--- src/rtl/shot_link.sv ---
`default_nettype none
// ============================================================================
// Module   : shot_link
// Purpose  : Serial shot/reply link between two game boards: sends our shots,
//            answers the opponent's shots from the own-board lookup.
//            Optional macro SHOT_RETRY_EN enables reply timeout and resend.
// Revision : 1.0  initial release
// ============================================================================
module shot_link #(
    parameter int MSG_HOLD      = 1_100_000,
    parameter int REPLY_TIMEOUT = 6_500_000
) (
    input  logic       clk,
    input  logic       rst,
    input  logic       addres_sent,
    input  logic [7:0] check_out,
    output logic [7:0] tx_data,
    output logic       tx_start,
    input  logic       tx_busy,
    input  logic [7:0] rx_data,
    input  logic       rx_valid,
    output logic [7:0] cell_addr,
    input  logic       cell_ship,
    output logic [1:0] msg_send,
    output logic [1:0] msg_in,
    output logic [7:0] check_in,
    output logic [3:0] hits_taken,
    output logic       fleet_lost,
    output logic       link_err
);

    // One counter width serves both the message-hold and reply timers.
    localparam int c_CNT_MAX = (MSG_HOLD > REPLY_TIMEOUT) ? MSG_HOLD : REPLY_TIMEOUT;
    localparam int c_CNT_W   = $clog2(c_CNT_MAX + 1);
    localparam logic [c_CNT_W-1:0] c_HOLD = c_CNT_W'(MSG_HOLD);
    localparam logic [c_CNT_W-1:0] c_ONE  = c_CNT_W'(1);

    localparam logic [7:0] c_HDR  = 8'hA5;
    localparam logic [7:0] c_MISS = 8'hC0;
    localparam logic [7:0] c_HIT  = 8'hC1;

    localparam logic [2:0] c_ST_IDLE       = 3'd0;
    localparam logic [2:0] c_ST_TX_HDR     = 3'd1;
    localparam logic [2:0] c_ST_TX_ADDR    = 3'd2;
    localparam logic [2:0] c_ST_WAIT_REPLY = 3'd3;
    localparam logic [2:0] c_ST_LOOKUP     = 3'd4;
    localparam logic [2:0] c_ST_TX_REPLY   = 3'd5;

    localparam logic       c_RX_IDLE = 1'b0;
    localparam logic       c_RX_ADDR = 1'b1;

    localparam logic [1:0] c_PH_WAIT  = 2'd0;
    localparam logic [1:0] c_PH_SKIP  = 2'd1;
    localparam logic [1:0] c_PH_DRAIN = 2'd2;

    logic [2:0]         r_state;
    logic [1:0]         r_tx_phase;
    logic               r_lookup_phase;
    logic               r_rx_state;
    logic               r_pend_valid;
    logic [7:0]         r_pend_addr;
    logic               r_req_valid;
    logic [7:0]         r_req_addr;
    logic [7:0]         r_shot_addr;
    logic               r_as_q;
    logic               r_tx_start;
    logic [7:0]         r_tx_data;
    logic [7:0]         r_cell_addr;
    logic [1:0]         r_msg_send;
    logic [1:0]         r_msg_in;
    logic [c_CNT_W-1:0] r_send_cnt;
    logic [c_CNT_W-1:0] r_in_cnt;
    logic [7:0]         r_check_in;
    logic [3:0]         r_hits;
    logic               r_fleet_lost;
    logic               r_link_err;
`ifdef SHOT_RETRY_EN
    localparam logic [c_CNT_W-1:0] c_TIMEOUT_LAST = c_CNT_W'(REPLY_TIMEOUT - 1);
    logic [c_CNT_W-1:0] r_wait_cnt;
    logic [1:0]         r_retry_cnt;
`endif

    logic w_edge;
    logic w_capture;
    logic w_tx_state;
    logic w_tx_done;

    assign w_edge     = addres_sent & ~r_as_q;
    assign w_capture  = (r_rx_state == c_RX_ADDR) & rx_valid;
    assign w_tx_state = (r_state == c_ST_TX_HDR) | (r_state == c_ST_TX_ADDR) |
                        (r_state == c_ST_TX_REPLY);
    assign w_tx_done  = (r_tx_phase == c_PH_DRAIN) & ~tx_busy;

    always_ff @(posedge clk) begin
        if (rst) begin
            r_state        <= c_ST_IDLE;
            r_tx_phase     <= c_PH_WAIT;
            r_lookup_phase <= 1'b0;
            r_rx_state     <= c_RX_IDLE;
            r_pend_valid   <= 1'b0;
            r_pend_addr    <= 8'h00;
            r_req_valid    <= 1'b0;
            r_req_addr     <= 8'h00;
            r_shot_addr    <= 8'h00;
            // A level already high when reset releases is not a new request.
            r_as_q         <= addres_sent;
            r_tx_start     <= 1'b0;
            r_tx_data      <= 8'h00;
            r_cell_addr    <= 8'h00;
            r_msg_send     <= 2'b00;
            r_msg_in       <= 2'b00;
            r_send_cnt     <= '0;
            r_in_cnt       <= '0;
            r_check_in     <= 8'h00;
            r_hits         <= 4'd0;
            r_fleet_lost   <= 1'b0;
            r_link_err     <= 1'b0;
`ifdef SHOT_RETRY_EN
            r_wait_cnt     <= '0;
            r_retry_cnt    <= 2'd0;
`endif
        end else begin
            r_tx_start <= 1'b0;
            r_as_q     <= addres_sent;

            case (r_rx_state)
                c_RX_IDLE: if (rx_valid && rx_data == c_HDR) r_rx_state <= c_RX_ADDR;
                default: begin
                    if (rx_valid) begin
                        r_rx_state   <= c_RX_IDLE;
                        r_pend_valid <= 1'b1;
                        r_pend_addr  <= rx_data;
                    end
                end
            endcase

            if (w_edge) begin
                r_req_valid <= 1'b1;
                r_req_addr  <= check_out;
            end

            if (r_msg_send != 2'b00) begin
                if (r_send_cnt == c_ONE) r_msg_send <= 2'b00;
                r_send_cnt <= r_send_cnt - c_ONE;
            end
            if (r_msg_in != 2'b00) begin
                if (r_in_cnt == c_ONE) r_msg_in <= 2'b00;
                r_in_cnt <= r_in_cnt - c_ONE;
            end

            // Byte handshake: wait idle, strobe, skip one busy sample, drain.
            if (w_tx_state) begin
                case (r_tx_phase)
                    c_PH_WAIT: begin
                        if (!tx_busy) begin
                            r_tx_start <= 1'b1;
                            r_tx_phase <= c_PH_SKIP;
                        end
                    end
                    c_PH_SKIP: r_tx_phase <= c_PH_DRAIN;
                    default: ;
                endcase
            end

            case (r_state)
                c_ST_IDLE: begin
                    if (r_pend_valid) begin
                        if (!w_capture) r_pend_valid <= 1'b0;
                        r_cell_addr    <= r_pend_addr;
                        r_lookup_phase <= 1'b0;
                        r_state        <= c_ST_LOOKUP;
                    end else if (r_req_valid) begin
                        r_shot_addr <= r_req_addr;
                        r_req_valid <= w_edge;
                        r_tx_data   <= c_HDR;
                        r_tx_phase  <= c_PH_WAIT;
                        r_state     <= c_ST_TX_HDR;
`ifdef SHOT_RETRY_EN
                        r_retry_cnt <= 2'd0;
`endif
                    end
                end
                c_ST_TX_HDR: begin
                    if (w_tx_done) begin
                        r_tx_data  <= r_shot_addr;
                        r_tx_phase <= c_PH_WAIT;
                        r_state    <= c_ST_TX_ADDR;
                    end
                end
                c_ST_TX_ADDR: begin
                    if (w_tx_done) begin
                        r_state <= c_ST_WAIT_REPLY;
`ifdef SHOT_RETRY_EN
                        r_wait_cnt <= '0;
`endif
                    end
                end
                c_ST_WAIT_REPLY: begin
                    if (rx_valid && (rx_data == c_MISS || rx_data == c_HIT)) begin
                        r_msg_send <= (rx_data == c_HIT) ? 2'b10 : 2'b01;
                        r_send_cnt <= c_HOLD;
                        r_state    <= c_ST_IDLE;
                    end
`ifdef SHOT_RETRY_EN
                    else if (r_wait_cnt == c_TIMEOUT_LAST) begin
                        if (r_retry_cnt == 2'd3) begin
                            r_link_err <= 1'b1;
                            r_state    <= c_ST_IDLE;
                        end else begin
                            r_retry_cnt <= r_retry_cnt + 2'd1;
                            r_tx_data   <= c_HDR;
                            r_tx_phase  <= c_PH_WAIT;
                            r_state     <= c_ST_TX_HDR;
                        end
                    end else begin
                        r_wait_cnt <= r_wait_cnt + c_ONE;
                    end
`endif
                end
                c_ST_LOOKUP: begin
                    // Board RAM answers one cycle after the address settles.
                    if (!r_lookup_phase) begin
                        r_lookup_phase <= 1'b1;
                    end else begin
                        r_check_in <= r_cell_addr;
                        r_msg_in   <= cell_ship ? 2'b10 : 2'b01;
                        r_in_cnt   <= c_HOLD;
                        if (cell_ship) begin
                            r_hits       <= (r_hits == 4'd11) ? 4'd11 : r_hits + 4'd1;
                            r_fleet_lost <= (r_hits >= 4'd10);
                        end
                        r_tx_data <= cell_ship ? c_HIT : c_MISS;
                        r_state   <= c_ST_TX_REPLY;
                        // Strobe straight away when the UART is free to keep reply latency short.
                        if (!tx_busy) begin
                            r_tx_start <= 1'b1;
                            r_tx_phase <= c_PH_SKIP;
                        end else begin
                            r_tx_phase <= c_PH_WAIT;
                        end
                    end
                end
                c_ST_TX_REPLY: begin
                    if (w_tx_done) begin
                        r_tx_phase <= c_PH_WAIT;
                        r_state    <= c_ST_IDLE;
                    end
                end
                default: r_state <= c_ST_IDLE;
            endcase
        end
    end

    assign tx_data    = r_tx_data;
    assign tx_start   = r_tx_start;
    assign cell_addr  = r_cell_addr;
    assign msg_send   = r_msg_send;
    assign msg_in     = r_msg_in;
    assign check_in   = r_check_in;
    assign hits_taken = r_hits;
    assign fleet_lost = r_fleet_lost;
    assign link_err   = r_link_err;

endmodule
`default_nettype wire

--- config.mk ---
export PLATFORM = sky130hd
export DESIGN_NAME = shot_link
export DESIGN_NICKNAME = d
export VERILOG_FILES = /design/src/rtl/shot_link.sv
export SDC_FILE = /design/constraint.sdc
export NUM_CORES = 1
export LEC_CHECK = 0
export ABC_CLOCK_PERIOD_IN_PS = 2430
export CORE_MARGIN = 4
export CORE_UTILIZATION = 40
export DETAILED_ROUTE_END_ITERATION = 7
export SLEW_MARGIN = 20
export SYNTH_ARGS = -nofsm -noshare
export SYNTH_HDL_FRONTEND = slang
export SYNTH_SLANG_ARGS = --single-unit
--- constraint.sdc ---
create_clock -name clk -period 2.43 [get_ports clk]
set_clock_uncertainty 0.2 [all_clocks]
set_input_delay 0.3645 -clock clk [delete_from_list [all_inputs] [get_ports clk]]
set_output_delay 0.3645 -clock clk [all_outputs]
set_load 0.005 [all_outputs]
==> results of run 1 <==
## power groups by stage
stage	clock network, mW	registers, mW	logic [mW]
floorplan	0	2.00	0.338
global placement	0	2.05	0.508
detailed placement	0	2.04	0.520
CTS	2.79	2.01	0.524
global route	2.87	2.02	0.570
finish	2.73	2.00	0.519
## how the worst min path moves through the flow
stage | startpoint | to | slack, ns | cells after the start
global route | rst | r_state[2]$_SDFFE_PP0P_ | 0.24 | 4
detailed placement | r_req_addr[5]$_SDFFE_PP0P_ | r_req_addr[5]$_SDFFE_PP0P_ | 0.25 | 2
finish | rst | r_state[2]$_SDFFE_PP0P_ | 0.21 | 4
global placement | r_pend_addr[6]$_SDFFE_PP0P_ | cell_addr[6]$_SDFFE_PP0P_ | 0.24 | 2
floorplan | addres_sent | r_as_q$_DFF_P_ | 0.19 | 0
CTS | rst | r_state[2]$_SDFFE_PP0P_ | 0.20 | 4
## layout by cell type (no fill, tap or decap), types with 3 or more instances in the layout
cell	instances
a211oi_1	3
a21oi_1	73
a31oi_1	9
and3_1	6
buf_4	24
bufinv_16	5
clkbuf_16	17
clkbuf_8	3
clkdlybuf4s50_1	54
clkinvlp_4	3
dfxtp_1	114
ha_1	6
inv_1	9
mux2i_1	13
nand2_1	83
nand2b_1	12
nand3_1	27
nand4_1	10
nand4b_1	4
nor2_1	44
nor3_1	14
nor4_1	6
o211ai_1	5
o21ai_0	19
o22ai_1	3
o31ai_1	13
or2_2	6
or3_1	18
or4_1	11
xnor2_1	4
xor2_1	11
## registers in the layout, indices dropped and copies added, names as in the netlist
name / flops
r_in_cnt: 23
r_send_cnt: 23
cell_addr: 8
check_in: 8
r_pend_addr: 8
r_req_addr: 8
r_shot_addr: 8
tx_data: 8
hits_taken: 4
r_state: 3
msg_in: 2
msg_send: 2
r_tx_phase: 2
fleet_lost: 1
r_as_q: 1
r_lookup_phase: 1
r_pend_valid: 1
r_req_valid: 1
r_rx_state: 1
tx_start: 1
## cell type report
cell class | count | area share, %
clock inverter | 9 | 2.73
clock buffer | 22 | 7.29
sequential | 114 | 35.1
tap | 168 | 3.23
inverter | 9 | 0.519
timing repair buffer | 79 | 11.1
multi-input combinational | 444 | 40.0
## critical path: stages, from the launching register on
cell,delay (ns)
dfxtp_1,0.32
or4_4,0.56
or4_4,0.45
or4_1,0.51
a21oi_1,0.15
## per-layer routing
metal,routed length [um],global-route usage (%),part of all wire [%]
met1,5910,22.8,49
met2,5650,26.0,47
met3,414,5.43,3.4
met4,57,5.17,0.47
met5,0,0,0
## cells by family after synthesis
logic type | after synthesis | share of synthesized area [%]
compound gates | 144 | 17.2
xor+xnor | 15 | 2.60
fa+ha+maj | 6 | 1.49
buf+inv | 45 | 3.44
flops | 114 | 45.1
mux | 14 | 2.80
other cells | 1 | 0.0742
simple gates | 264 | 27.3
## cell usage after synthesis, types with 10 or more instances
master,n,area (um2)
nand4_1,10,62.6
o31ai_1,13,97.6
nand2b_1,12,75.1
nand2_1,83,312
o21ai_0,19,95.1
nor3_1,14,70.1
dfxtp_1,114,2280
or3_1,18,113
nor2_1,44,165
or4_1,11,82.6
xor2_1,11,96.3
a21oi_1,73,365
nand3_1,27,135
mux2i_1,13,130
clkbuf_1,31,116
## per-stage QoR
stage	total power [mW]	hold WS (ns)	util (%)	setup slack (ns)	std cells
global route	5.46	0.242	53.3	0.0813	845
CTS	5.32	0.197	53.3	0.150	845
global placement	2.55	0.240	48.0	0.111	814
detailed placement	2.56	0.246	48.0	0.0736	814
finish	5.25	0.211	53.3	0.174	845
floorplan	2.34	0.192	-	0.250	603
==> impl_metrics.env, run 1 <==
export IMPL_portBuffers=55
export IMPL_hp_class="input pin to flip-flop"
export IMPL_num_vias=4480
export IMPL_dieArea_um2=14500
export IMPL_endpoint_kind="flip-flop"
export IMPL_synth_nets=631
export IMPL_crit_required_ns=2.56
export IMPL_yosys_most_used_dff="dfxtp_1"
export IMPL_r2r_end="r_in_cnt[22]$_SDFF_PP0_"
export IMPL_grt_max_degree=50
export IMPL_tightestPinTransition_ns=0.619
export IMPL_internal_power_mw=4.08
export IMPL_syn_inst=603
export IMPL_drt_wirelength_per_cell_um=14.2
export IMPL_arrival_ns=2.39
export IMPL_ir_drop_mv=0.516
export IMPL_fin_area_um2=6510
export IMPL_netSwitchingFraction_pct=22.2
export IMPL_clk_pin_slew_worst_paths_ns=0.05
export IMPL_rrSetupSlack_ns=0.17
export IMPL_area_sequential_um2=2280
export IMPL_grt_pass1_wl_um=20100
export IMPL_critPathCapture="r_in_cnt[22]$_SDFF_PP0_"
export IMPL_start_util_pct=41.4
export IMPL_worstReg2RegStart="r_in_cnt[15]$_SDFF_PP0_"
export IMPL_seqPwrFrac_pct=38.2
export IMPL_fillers=1150
export IMPL_grt_usage_pct=16.9
export IMPL_firstDrtPassIters=4
export IMPL_crit_path_start_kind="flip-flop"
export IMPL_std_cell_rows=40
export IMPL_crit_path_max_fanout=5
export IMPL_finalHoldViolations=0
export IMPL_ios=57
export IMPL_post_cts_setup_buffers=0
export IMPL_place_congestion=0.821
export IMPL_pwr_share_comb_pct=9.9
export IMPL_drt_vias_per_instance=5.30
export IMPL_cts_hold_buf=0
export IMPL_startpoint="r_in_cnt[15]$_SDFF_PP0_"
export IMPL_maxSlewHeadroom_pct=58.7
export IMPL_antenna_found_initial=0
export IMPL_timing_fmax_ghz=0.443
export IMPL_n_antenna_cell=0
export IMPL_place_area_um2=5860
export IMPL_ctsHtreeMaxLevel=4
export IMPL_multiInputGateArea_um2=2610
export IMPL_synth_cell_types=62
export IMPL_path_class="flip-flop to flip-flop"
export IMPL_maxCapViolations=0
export IMPL_numCtsBuffers=17
export IMPL_drc_errors=0
export IMPL_maxSlewViolCount=0
export IMPL_synth_edff_count=0
export IMPL_async_reset_ff_share_pct=0
export IMPL_finalNetCount=693
export IMPL_insertion_delay_ns=0.41
export IMPL_synth_cell_area_um2=5050
export IMPL_reg2regPathDepth=4
export IMPL_power_density_nw_per_um2=807
export IMPL_switching_power_mw=1.17
export IMPL_ant_nets=0
export IMPL_yosys_warnings=0
export IMPL_dieHeight_um=120
export IMPL_totalWireLength_um=12000
export IMPL_min_period_ns=2.26
export IMPL_tns_ns=0
export IMPL_die_x_um=120
export IMPL_cts_path_max_buffers=2
export IMPL_status="completed"
export IMPL_globalRouteOverflowTotal=0
export IMPL_drtIter0Drc=288
export IMPL_finalSetupViolations=0
export IMPL_cts_sinks=114
export IMPL_synthToLayoutAreaGrowth_pct=28.8
export IMPL_seq_area_frac_synth_pct=45.1
export IMPL_avgSynthCellArea_um2=8.38
export IMPL_min_period_over_period_pct=92.8
export IMPL_cts_tree="yes"
export IMPL_ys_ff_latch=114
export IMPL_rsz0062_at_grt="false"
export IMPL_hpwlAfterDp_um=8150
export IMPL_p_leak_nw=2.35
export IMPL_root_buffer="clkbuf_16"
export IMPL_core_um2=12200
export IMPL_grt_pass1_vias=4177
export IMPL_drive_above_1_share_pct=10.8
export IMPL_power_frac_clock_pct=52.0
export IMPL_cts_resized=0
(Power assumes the default switching activity.)
==> run 2: changes to the inputs <==
--- a/config.mk
+++ b/config.mk
@@ -7,7 +7,7 @@
 export LEC_CHECK = 0
 export ABC_CLOCK_PERIOD_IN_PS = 2430
 export CORE_MARGIN = 4
-export CORE_UTILIZATION = 40
+export CORE_UTILIZATION = 35
 export DETAILED_ROUTE_END_ITERATION = 7
 export SLEW_MARGIN = 20
 export SYNTH_ARGS = -nofsm -noshare
==> impl_metrics.env, run 2 (same netlist as run 1, synthesis figures left out) <==
export IMPL_status="completed"
export IMPL_finalHoldViolations=0
export IMPL_dieHeight_um=128
export IMPL_p_leak_nw=2.37
export IMPL_maxSlewViolCount=0
export IMPL_core_um2=14000
export IMPL_die_x_um=128
export IMPL_cts_sinks=114
export IMPL_grt_util_met2_pct=25.9
export IMPL_total_power_mw=5.20
export IMPL_place_congestion=0.839
export IMPL_root_buffer="clkbuf_16"
export IMPL_met1_usage_pct=18.9
export IMPL_numCtsBuffers=17
export IMPL_tightestPinTransition_ns=0.554
export IMPL_min_period_over_period_pct=93.7
export IMPL_path_class="flip-flop to flip-flop"
export IMPL_power_frac_clock_pct=51.4
export IMPL_crit_path_max_fanout=5
export IMPL_grt_max_degree=35
export IMPL_ios=57
export IMPL_seqPwrFrac_pct=38.1
export IMPL_final_cell_mix="114 x dfxtp_1, 83 x nand2_1, 73 x a21oi_1, 54 x clkdlybuf4s50_1, 44 x nor2_1"
export IMPL_power_density_nw_per_um2=796
export IMPL_ir_drop_mv=0.404
export IMPL_hp_class="input pin to flip-flop"
export IMPL_drc_errors=0
export IMPL_fin_ws_ns=0.153
export IMPL_globalRouteOverflowTotal=0
export IMPL_maxSlewHeadroom_pct=62.9
export IMPL_crit_path_max_incr_delay_ns=0.57
export IMPL_clk_pin_slew_worst_paths_ns=0.05
export IMPL_netSwitchingFraction_pct=22.9
export IMPL_ant_nets=0
export IMPL_crit_slowest_cell="or4_4"
export IMPL_dieArea_um2=16400
export IMPL_insertion_delay_ns=0.41
export IMPL_finalNetCount=697
export IMPL_final_common_cell="dfxtp_1"
export IMPL_endpoint_kind="flip-flop"
export IMPL_grt_pass1_vias=4464
export IMPL_post_place_ws_ns=0.0653
export IMPL_global_route_usage_met3_pct=4.58
export IMPL_timing_fmax_ghz=0.439
export IMPL_start_util_pct=36.1
export IMPL_rsz0062_at_grt="false"
export IMPL_ctsHtreeMaxLevel=4
export IMPL_fin_hold_ws_ns=0.0280
export IMPL_totalWireLength_um=12300
export IMPL_top_regs="r_in_cnt: 23 flops, r_send_cnt: 23 flops"
export IMPL_hpwlAfterDp_um=8660
export IMPL_crit_required_ns=2.57
export IMPL_drt_wirelength_per_cell_um=14.3
export IMPL_min_period_ns=2.28
export IMPL_synthToLayoutAreaGrowth_pct=29.4
export IMPL_grt_pass1_wl_um=20900
export IMPL_cts_path_max_buffers=2
export IMPL_post_route_util_pct=46.8
export IMPL_antenna_found_initial=0
export IMPL_grt_busiest_layer="met2"
export IMPL_maxCapViolations=0
export IMPL_post_cts_setup_buffers=0
export IMPL_drtIter0Drc=235
export IMPL_n_antenna_cell=0
export IMPL_switching_power_mw=1.19
export IMPL_pwr_share_comb_pct=10.4
export IMPL_cts_tree="yes"
export IMPL_crit_top_cell="or4_4"
export IMPL_arrival_ns=2.42
export IMPL_internal_power_mw=4.01
export IMPL_grt_usage_pct=15.5
export IMPL_drt_vias_per_instance=5.32
export IMPL_cts_hold_buf=0
export IMPL_cts_resized=0
export IMPL_drive_above_1_share_pct=11.4
export IMPL_finalSetupViolations=0
export IMPL_crit_path_cell_trace="or4_4 -> or4_4 -> or4_1 -> a21oi_1"
export IMPL_std_cell_rows=43
export IMPL_num_vias=4590
export IMPL_firstDrtPassIters=4
export IMPL_crit_path_start_kind="flip-flop"
export IMPL_portBuffers=55
export IMPL_tns_ns=0
[run 2: power groups by stage]
stage	logic [mW]	registers, mW	clock network [mW]
finish	0.543	1.98	2.68
global route	0.596	1.99	2.81
CTS	0.541	1.99	2.71
detailed placement	0.537	2.02	0
global placement	0.529	2.02	0
floorplan	0.338	2.00	0
[run 2: cell type report]
cell class | count | area, um2
timing repair buffer | 83 | 756
fill | 1388 | 7450
tap | 180 | 225
clock inverter | 9 | 151
inverter | 9 | 33.8
sequential | 114 | 2280
multi-input combinational | 444 | 2610
clock buffer | 23 | 488
[run 2: per-layer routing]
layer	up-vias	routed length, um
met5	-	0
met4	0	171
met3	18	495
met2	94	5970
met1	2166	5660
li1	2312	-
[run 2: worst max-delay path: cells and delay by family, from the launching register on]
family	cells	cell delay (ns)
AO/OA/AOI/OAI	1	0.14
flip-flops	1	0.32
AND/OR/NAND/NOR	3	1.54
[run 2: stage by stage]
step | area (um2) | cells
after floorplan | 5050 | 603
after global placement | 5900 | 830
after detailed placement | 5900 | 830
after CTS | 6540 | 862
after global routing | 6540 | 862
final | 6540 | 862
[run 2: path summary, 6_finish.rpt]
kind | from | endpoint | slack [ns] | cells after the start
max | r_in_cnt[15]$_SDFF_PP0_ | r_in_cnt[22]$_SDFF_PP0_ | 0.15 | 4
min | rst | check_in[0]$_SDFFE_PP0P_ | 0.03 | 2
max reg2reg | r_in_cnt[15]$_SDFF_PP0_ | r_in_cnt[22]$_SDFF_PP0_ | 0.15 | 4
min reg2reg | r_req_addr[0]$_SDFFE_PP0P_ | r_req_addr[0]$_SDFFE_PP0P_ | 0.25 | 2
==> run 3: changes to the inputs <==
--- a/config.mk
+++ b/config.mk
@@ -5,10 +5,12 @@
 export SDC_FILE = /design/constraint.sdc
 export NUM_CORES = 1
 export LEC_CHECK = 0
+export ABC_AREA = 1
 export ABC_CLOCK_PERIOD_IN_PS = 2430
 export CORE_MARGIN = 4
 export CORE_UTILIZATION = 35
 export DETAILED_ROUTE_END_ITERATION = 7
+export RECOVER_POWER = 50
 export SLEW_MARGIN = 20
 export SYNTH_ARGS = -nofsm -noshare
 export SYNTH_HDL_FRONTEND = slang
==> impl_metrics.env, run 3 <==
export IMPL_pwr_share_comb_pct=18.0
export IMPL_cts_sinks=114
export IMPL_grt_usage_pct=15.6
export IMPL_core_um2=14600
export IMPL_start_util_pct=35.8
export IMPL_met2_wirelength_um=5090
export IMPL_avgSynthCellArea_um2=6.74
export IMPL_async_reset_ff_share_pct=0
export IMPL_dieHeight_um=130
export IMPL_yosys_most_used_dff="dfxtp_1"
export IMPL_wl_met3_um=698
export IMPL_tns_ns=0
export IMPL_met1Wirelength_um=6250
export IMPL_synth_cell_types=37
export IMPL_synth_simple_gate_area_share_pct=32.2
export IMPL_switching_power_mw=1.66
export IMPL_num_vias=4780
export IMPL_cts_tree="yes"
export IMPL_ys_ff_latch=114
export IMPL_std_cell_rows=44
export IMPL_hpwlAfterDp_um=8980
export IMPL_synth_cell_area_um2=5220
export IMPL_multiInputGateArea_um2=2460
export IMPL_top_regs="r_in_cnt: 23 flops, r_send_cnt: 23 flops"
export IMPL_crit_path_start_kind="flip-flop"
export IMPL_synth_nets=802
export IMPL_total_power_mw=6.06
export IMPL_finalNetCount=871
export IMPL_drt_vias_per_instance=4.60
export IMPL_endpoint_kind="flip-flop"
export IMPL_fin_area_um2=6630
export IMPL_netSwitchingFraction_pct=27.4
export IMPL_cts_path_max_buffers=2
export IMPL_crit_path_max_fanout=17
export IMPL_power_density_nw_per_um2=914
export IMPL_final_cell_mix="189 x nor2_1, 144 x nand2_1, 114 x dfxtp_1, 95 x inv_1, 71 x o21ai_0"
export IMPL_rsz0062_at_grt="false"
export IMPL_maxCapViolations=0
export IMPL_firstDrtPassIters=5
export IMPL_maxSlewHeadroom_pct=55.4
export IMPL_area_sequential_um2=2280
export IMPL_cts_hold_buf=0
export IMPL_timing_fmax_ghz=0.486
export IMPL_synth_top_area_share_pct=43.7
export IMPL_synthAdderAreaFrac_pct=1.44
export IMPL_drt_wirelength_per_cell_um=11.8
export IMPL_globalRouteOverflowTotal=0
export IMPL_final_common_cell="nor2_1"
export IMPL_drtIter0Drc=216
export IMPL_root_buffer="clkbuf_16"
export IMPL_place_congestion=0.821
export IMPL_synthMuxAreaShare_pct=0
export IMPL_synth_edff_count=0
export IMPL_drc_errors=0
export IMPL_grt_pass1_vias=4478
export IMPL_arrival_ns=2.13
export IMPL_n_antenna_cell=0
export IMPL_syn_inst=774
export IMPL_highest_layer="met4"
export IMPL_drive_above_1_share_pct=5.96
export IMPL_internal_power_mw=4.40
export IMPL_synthToLayoutAreaGrowth_pct=27.1
export IMPL_clk_pin_slew_worst_paths_ns=0.05
export IMPL_tightestPinTransition_ns=0.667
export IMPL_hp_class="flip-flop to flip-flop"
export IMPL_fillers=1491
export IMPL_die_x_um=130
export IMPL_path_class="flip-flop to flip-flop"
export IMPL_numCtsBuffers=17
export IMPL_cts_resized=0
export IMPL_seq_area_frac_synth_pct=43.7
export IMPL_min_period_over_period_pct=84.8
export IMPL_yosysTopAreaCell="dfxtp_1"
export IMPL_synth_most_common_cell="nor2_1"
export IMPL_finalSetupViolations=0
export IMPL_seqPwrFrac_pct=35.3
export IMPL_power_frac_clock_pct=46.7
export IMPL_crit_required_ns=2.50
export IMPL_ir_drop_mv=0.456
export IMPL_place_area_um2=6000
export IMPL_ios=57
export IMPL_yosys_warnings=0
export IMPL_maxSlewViolCount=0
export IMPL_antenna_found_initial=0
export IMPL_post_cts_setup_buffers=0
export IMPL_ant_nets=0
export IMPL_synth_top_family_by_area="simple AND/OR/NAND/NOR gates"
export IMPL_totalWireLength_um=12200
export IMPL_synthTopCellsByCount="187 x nor2_1, 142 x nand2_1, 114 x dfxtp_1, 91 x inv_1, 70 x o21ai_0"
export IMPL_min_period_ns=2.06
export IMPL_synth_compound_area_share_pct=12.2
export IMPL_ys_top_cells_by_area="dfxtp_1 44%, nor2_1 13%, nand2_1 10%"
export IMPL_insertion_delay_ns=0.42
export IMPL_portBuffers=55
export IMPL_p_leak_nw=3.04
export IMPL_synth_xor_area_share_pct=1.68
export IMPL_grt_pass1_wl_um=21100
export IMPL_dieArea_um2=16900
export IMPL_status="completed"
export IMPL_finalHoldViolations=0
export IMPL_ctsHtreeMaxLevel=4
export IMPL_grt_max_degree=29
run 3: cell types whose count changed after synthesis, sizes merged, moves of 13 or more:
cell	change
nand2	+62
a21oi	-29
or4	-15
mux2i	-13
clkbuf	-22
or3	-18
nor2	+151
o21ai	+52
inv	+89
run 3: cells by family (layout without fill, tap and decap cells):
group           after synthesis  in the layout
buf+inv                     115            197
flops                       114            114
simple gates                405            405
fa+ha+maj                     6              6
xor+xnor                     10             10
compound gates              123            123
other cells                   1              1
run 3: final timing paths:
check | from | endpoint | slack (ns) | cells after the start
max | r_state[0]$_SDFFE_PP0P_ | msg_send[0]$_SDFF_PP0_ | 0.37 | 5
max reg2reg | r_state[0]$_SDFFE_PP0P_ | msg_send[0]$_SDFF_PP0_ | 0.37 | 5
min reg2reg | r_shot_addr[6]$_SDFFE_PP0P_ | r_shot_addr[6]$_SDFFE_PP0P_ | 0.26 | 2
min | r_shot_addr[6]$_SDFFE_PP0P_ | r_shot_addr[6]$_SDFFE_PP0P_ | 0.26 | 2
run 3: critical path: stages (launching register included):
cell and delay [ns]:
dfxtp_1 0.42, inv_1 0.09, nor3_1 0.33, nand3_1 0.15, nand2_1 0.53, o22ai_1 0.18
run 3: power groups by stage:
stage	combinational [mW]	clock, mW	sequential, mW
CTS	1.13	2.88	2.15
global route	1.29	2.97	2.17
global placement	1.12	0	2.18
finish	1.09	2.83	2.14
floorplan	0.822	0	2.17
detailed placement	1.13	0	2.19
run 3: area by class of cell:
cell class                      count  area share [%]
Clock buffer                       19            6.68
Timing Repair Buffer               66            9.28
Tap cell                          184            3.47
Inverter                           99            5.60
Sequential cell                   114            34.4
Clock inverter                     13            3.51
Multi-Input combinational cell    545            37.0
run 3: stage by stage:
step / worst slack (ns) / util, % / cells / hold slack, ns
after global routing: 0.197 / 45.5 / 1040 / 0.284
final: 0.370 / 45.5 / 1040 / 0.255
after floorplan: 0.877 / - / 774 / 0.192
after global placement: 0.345 / 41.1 / 1008 / 0.244
after CTS: 0.408 / 45.7 / 1040 / 0.206
after detailed placement: 0.341 / 41.1 / 1008 / 0.247
run 3: layer usage:
layer  vias up  global-route usage [%]
li1       2587                       -
met1      2083                    21.7
met2        92                    22.4
met3        18                    5.44
met4         0                    5.68
met5         -                       0
